`config.mk`:
```
export PLATFORM = sky130hd
export DESIGN_NAME = vga_timing
export DESIGN_NICKNAME = d
export VERILOG_FILES = /design/src/rtl/vga_pkg.sv /design/src/rtl/pix_strobe.sv /design/src/rtl/vga_timing.sv
export SDC_FILE = /design/constraint.sdc
export NUM_CORES = 1
export LEC_CHECK = 0
export ABC_AREA = 1
export BUFFER_PORTS_ARGS = -buffer_cell sky130_fd_sc_hd__buf_2
export CORE_UTILIZATION = 55
export CTS_BUF_LIST = sky130_fd_sc_hd__clkbuf_8 sky130_fd_sc_hd__clkbuf_16
export DETAILED_ROUTE_END_ITERATION = 6
export PLACE_DENSITY = 0.79
export SETUP_SLACK_MARGIN = 0.3
export SYNTH_ARGS = -nofsm -noshare
export SYNTH_HDL_FRONTEND = slang
export SYNTH_SLANG_ARGS = --single-unit
```
`constraint.sdc`:
```
create_clock -name clk -period 1.8 [get_ports clk]
set_input_delay 0.18 -clock clk [delete_from_list [all_inputs] [get_ports clk]]
set_output_delay 0.18 -clock clk [all_outputs]
set_load 0.01 [all_outputs]
```
`src/rtl/vga_pkg.sv`:
```
// Shared 640x480@60 VGA timing constants and coordinate window decode,
// importable by both the timing generator and the character renderer.
package vga_pkg;

  localparam int unsigned COORD_W = 10;
  localparam int unsigned FRAME_W = 16;

  localparam int unsigned H_ACTIVE_DEF = 640;
  localparam int unsigned H_FP_DEF     = 16;
  localparam int unsigned H_SYNC_DEF   = 96;
  localparam int unsigned H_BP_DEF     = 48;
  localparam int unsigned V_ACTIVE_DEF = 480;
  localparam int unsigned V_FP_DEF     = 10;
  localparam int unsigned V_SYNC_DEF   = 2;
  localparam int unsigned V_BP_DEF     = 33;
  localparam int unsigned CLK_DIV_DEF  = 4;

  localparam int unsigned H_TOTAL = H_ACTIVE_DEF + H_FP_DEF + H_SYNC_DEF + H_BP_DEF;
  localparam int unsigned V_TOTAL = V_ACTIVE_DEF + V_FP_DEF + V_SYNC_DEF + V_BP_DEF;

  typedef logic [COORD_W-1:0] coord_t;

  // True when lo <= v < hi, unsigned.
  function automatic logic in_window(input coord_t v, input coord_t lo, input coord_t hi);
    return (v >= lo) && (v < hi);
  endfunction

endpackage

```
`src/rtl/pix_strobe.sv`:
```
// Clock divider producing a one-clk pixel strobe every CLK_DIV clk cycles.
module pix_strobe #(
  parameter int unsigned CLK_DIV = 4
) (
  input  logic clk,
  input  logic rst,
  output logic pix_stb
);

  localparam int unsigned DW = (CLK_DIV > 1) ? $clog2(CLK_DIV) : 1;
  localparam logic [DW-1:0] DIV_LAST = DW'(CLK_DIV - 1);

  logic [DW-1:0] div;
  logic [DW-1:0] div_nxt;

  always_comb begin
    div_nxt = div + DW'(1);
    if (div == DIV_LAST) div_nxt = '0;
  end

  // Strobe is registered alongside the divider so it is high exactly while div == DIV_LAST.
  always_ff @(posedge clk) begin
    if (rst) begin
      div     <= '0;
      pix_stb <= 1'b0;
    end else begin
      div     <= div_nxt;
      pix_stb <= (div_nxt == DIV_LAST);
    end
  end

endmodule

```
`src/rtl/vga_timing.sv`:
```
// VGA raster timing: pixel/line counters, sync and display-enable decode,
// line/frame start pulses and a free-running frame counter.
module vga_timing
  import vga_pkg::*;
#(
  parameter int unsigned H_ACTIVE = H_ACTIVE_DEF,
  parameter int unsigned H_FP     = H_FP_DEF,
  parameter int unsigned H_SYNC   = H_SYNC_DEF,
  parameter int unsigned H_BP     = H_BP_DEF,
  parameter int unsigned V_ACTIVE = V_ACTIVE_DEF,
  parameter int unsigned V_FP     = V_FP_DEF,
  parameter int unsigned V_SYNC   = V_SYNC_DEF,
  parameter int unsigned V_BP     = V_BP_DEF,
  parameter int unsigned CLK_DIV  = CLK_DIV_DEF
) (
  input  logic               clk,
  input  logic               rst,
  output logic [COORD_W-1:0] sx,
  output logic [COORD_W-1:0] sy,
  output logic               hsync,
  output logic               vsync,
  output logic               de,
  output logic               pix_stb,
  output logic               line_start,
  output logic               frame_start,
  output logic [FRAME_W-1:0] frame_cnt
);

  localparam coord_t H_ACT    = COORD_W'(H_ACTIVE);
  localparam coord_t V_ACT    = COORD_W'(V_ACTIVE);
  localparam coord_t H_LAST   = COORD_W'(H_ACTIVE + H_FP + H_SYNC + H_BP - 1);
  localparam coord_t V_LAST   = COORD_W'(V_ACTIVE + V_FP + V_SYNC + V_BP - 1);
  localparam coord_t HS_BEGIN = COORD_W'(H_ACTIVE + H_FP);
  localparam coord_t HS_END   = COORD_W'(H_ACTIVE + H_FP + H_SYNC);
  localparam coord_t VS_BEGIN = COORD_W'(V_ACTIVE + V_FP);
  localparam coord_t VS_END   = COORD_W'(V_ACTIVE + V_FP + V_SYNC);

  coord_t             sx_nxt;
  coord_t             sy_nxt;
  logic [FRAME_W-1:0] frame_cnt_nxt;

  pix_strobe #(
    .CLK_DIV (CLK_DIV)
  ) u_pix_strobe (
    .clk     (clk),
    .rst     (rst),
    .pix_stb (pix_stb)
  );

  // Raster advance: one pixel per strobe, wrapping line and frame.
  always_comb begin
    sx_nxt        = sx;
    sy_nxt        = sy;
    frame_cnt_nxt = frame_cnt;
    if (pix_stb) begin
      if (sx == H_LAST) begin
        sx_nxt = '0;
        if (sy == V_LAST) begin
          sy_nxt        = '0;
          frame_cnt_nxt = frame_cnt + FRAME_W'(1);
        end else begin
          sy_nxt = sy + COORD_W'(1);
        end
      end else begin
        sx_nxt = sx + COORD_W'(1);
      end
    end
  end

  // Syncs and de decode the next coordinates so they line up with sx/sy.
  always_ff @(posedge clk) begin
    if (rst) begin
      sx        <= '0;
      sy        <= '0;
      frame_cnt <= '0;
      hsync     <= 1'b1;
      vsync     <= 1'b1;
      de        <= 1'b1;
    end else begin
      sx        <= sx_nxt;
      sy        <= sy_nxt;
      frame_cnt <= frame_cnt_nxt;
      hsync     <= !in_window(sx_nxt, HS_BEGIN, HS_END);
      vsync     <= !in_window(sy_nxt, VS_BEGIN, VS_END);
      de        <= (sx_nxt < H_ACT) && (sy_nxt < V_ACT);
    end
  end

  assign line_start  = pix_stb && (sx == '0);
  assign frame_start = pix_stb && (sx == '0) && (sy == '0);

endmodule
```
==> impl_metrics.tcl <==
set metrics [dict create \
    outcome "completed" \
    tightestPinTransition_ps 415 \
    cp_max_fo 4 \
    critPathMaxStageDelay_ps 370 \
    grt_start_max_net_pins 18 \
    cts.clk_slew.worst_paths_ps 90 \
    syn_avg_cell_area_um2 6.83 \
    diodes 0 \
    via_count 2588 \
    drtIter0Drc 265 \
    reg2reg_depth 12 \
    p_leak_nw 1.49 \
    ff2ff_setup_slack_ps 70 \
    multi_input_area_um2 1500 \
    maxSlewViolCount 0 \
    synth-async-reset-ratio_pct 0 \
    met2_usage_pct 52.5 \
    wire_per_inst_um 14.7 \
    fp.dieH_um 67.7 \
    cts_tree "built" \
    setup_viol_count_final 0 \
    vdd_drop_max_v 0.000502 \
    holdBufCountCts 0 \
    synth_edf_count 0 \
    grt_pass1_wl_um 10700 \
    max_cap_viol_count 0 \
    fin_skew_ps 13.3 \
    start_util_pct 58.4 \
    via_per_inst 5.44 \
    synth_ff_type "dfxtp_1" \
    layout-drive-gt1-share_pct 39.2 \
    fin_crit_ps 1730 \
    die_w_um 67.7 \
    io_pins 44 \
    grtUsageMet1_pct 37.9 \
    min_path_cells 2 \
    ys_seq_area_share_pct 35.5 \
    timing.rr.end "de" \
    grt-busiest-layer "met2" \
    grt_pass1_vias 2411 \
    min_path_type "in -> reg" \
    dp.final_hpwl_um 4400 \
    p_per_area_nw_per_um2 515 \
    required_ps 2010 \
    yosysUniqueCellTypes 29 \
    cts_inserted_buffers 5 \
    io_buffers 43 \
    crit_family "simple AND/OR/NAND/NOR gates" \
    antenna_left 0 \
    hold_slack_ps 247 \
    rsz0062_at_grt "true" \
    nets 434 \
    crit_path_cell_trace "ha_4 -> nand2_2 -> nor2_4 -> nand3_2 -> nor2_4 -> nand2_1 -> nand2_1 -> nand2_2 -> nor2_2 -> o21ai_1 -> nor2_1 -> nor2_1" \
    arrival_ps 1930 \
    clockBufferDepth 2 \
    worst_setup_path_end_kind "register" \
    slew_headroom_pct 72.1 \
    nFillCells 278 \
    r2r-start "sx[0]" \
    gp_congestion 0.950 \
    clock-sinks 42 \
    drc 0 \
    fmax_mhz 580 \
    syn2layout_area_growth_pct 36.3 \
    num_rows 23 \
    grt-ovfl-total 0 \
    coreArea_um2 4060 \
    syn_inst 347 \
    grt_use_met3_pct 5.74 \
    synth_nets 356 \
    antenna_found_initial 0 \
    holdPathEnd "sy[3]" \
    ys_seq_elements 42 \
    yosysWarnings 0 \
    cts_root_buffer "clkbuf_8" \
    start_kind "register" \
    post_dp_cell_area_um2 2730 \
    hold_viol_final 0 \
    worstHoldStart "rst" \
    dr.pass1.iters 7 \
    fin_area_um2 3230 \
    crit_type "reg -> reg" \
    ff_latch_area_um2 880 \
    period_share_pct 95.9 \
    worst_skew_pair.late_latency_ps 310 \
    critPathSlowestCell "dfxtp_4" \
    setup_tns_ps 0 \
    totalWireLength_um 6990 \
    syn_area_um2 2370 \
    die_area_um2 4580 \
    htree_levels 2 \
    grt_usage_pct 31.6 \
    worst-path-buf-inv 0 \
]
-- timing repair --
item | in CTS | in global routing
pin swaps | 29 | 17
setup buffers | 19 | 4
endpoints found under the setup margin | 33 | 34
resized for setup | 51 | 32
cloned | 0 | 0
-- cell families (layout without fill, tap and decap cells) --
| kind of cell | Yosys count | in the layout | share of synthesized area (%) |
|---|---|---|---|
| AOI/OAI and AO/OA | 30 | 30 | 6.81 |
| xor gates and xnor gates | 10 | 10 | 3.69 |
| adders and majority gates | 7 | 7 | 3.69 |
| buffers and inverters | 63 | 142 | 9.97 |
| DFF | 42 | 42 | 35.5 |
| and+or+nand+nor | 195 | 195 | 40.4 |
-- final cells by class --
type	instances	share of cell area, %
multi-input combinational	242	46.4
sequential	42	27.2
clock buffer	5	2.13
inverter	59	6.93
tap	50	1.94
timing repair buffer	75	14.7
clock inverter	3	0.658
-- through the flow --
stage,instances,setup WS [ps],utilization (%),power (mW)
6_report,476,74.6,79.6,1.66
5_1_grt,476,-27.5,79.6,1.71
4_1_cts,472,116,76.5,1.68
3_5_place_dp,445,59.7,67.4,1.04
3_3_place_gp,445,58.1,67.4,1.04
2_1_floorplan,347,207,-,1.02
-- flip-flops by register name (all words and copies together) (netlist names) --
name	cells
frame_cnt	16
sy	10
u_pix_strobe.div	2
sx	10
hsync	1
vsync	1
de	1
u_pix_strobe.pix_stb	1
-- metal layers --
metal / up-vias / wire length (um)
li1: 1272 / -
met1: 1192 / 2960
met2: 101 / 3450
met3: 23 / 362
met4: 0 / 223
met5: - / 0
-- worst max-delay path by stage --
stage                         end  slack, ps  cells after the start  start
floorplan            frame_cnt[9]        210                     10  sx[0]
global placement            vsync         60                     10  sx[8]
detailed placement   frame_cnt[9]         60                     11  sx[8]
CTS                 frame_cnt[10]        120                     10  sx[1]
global route         frame_cnt[9]        -30                     10  sx[0]
finish                         de         70                     12  sx[0]
-- cell usage after synthesis (2+ instances only) --
master / count / area, um^2
nand3_2: 4 / 40.0
nand2_2: 2 / 12.5
xor2_1: 8 / 70.1
nor4_1: 4 / 25.0
inv_1: 57 / 214
buf_1: 2 / 7.51
nand2_4: 2 / 22.5
inv_2: 2 / 7.51
a21oi_1: 14 / 70.1
nor3b_2: 2 / 25.0
o21ai_0: 11 / 55.1
nor2_1: 52 / 195
nand3_1: 19 / 95.1
dfxtp_1: 42 / 841
nor3_4: 2 / 32.5
nor2_4: 5 / 56.3
clkbuf_1: 2 / 7.51
xnor2_1: 2 / 17.5
nand2_1: 69 / 259
nand4_1: 14 / 87.6
a211oi_1: 2 / 15.0
nor3_1: 17 / 85.1
ha_1: 7 / 87.6
-- power breakdown --
part / switching [mW] / leakage, nW / internal [mW]
clock: 0.365 / 0.0441 / 0.273
combinational: 0.0523 / 1.10 / 0.0302
sequential: 0.0111 / 0.350 / 0.931
-- cell usage in the layout, fill, tap and decap left out, types with 12 or more instances in the layout --
cell type and instances:
inv_2 12, nand4_1 14, buf_2 43, buf_4 28, nand2_1 62, nor3_1 12, a21oi_1 14, nand3_1 14
nor2_1 43, inv_1 46, dfxtp_1 25
Note: power is estimated with default switching activity, not from simulation.
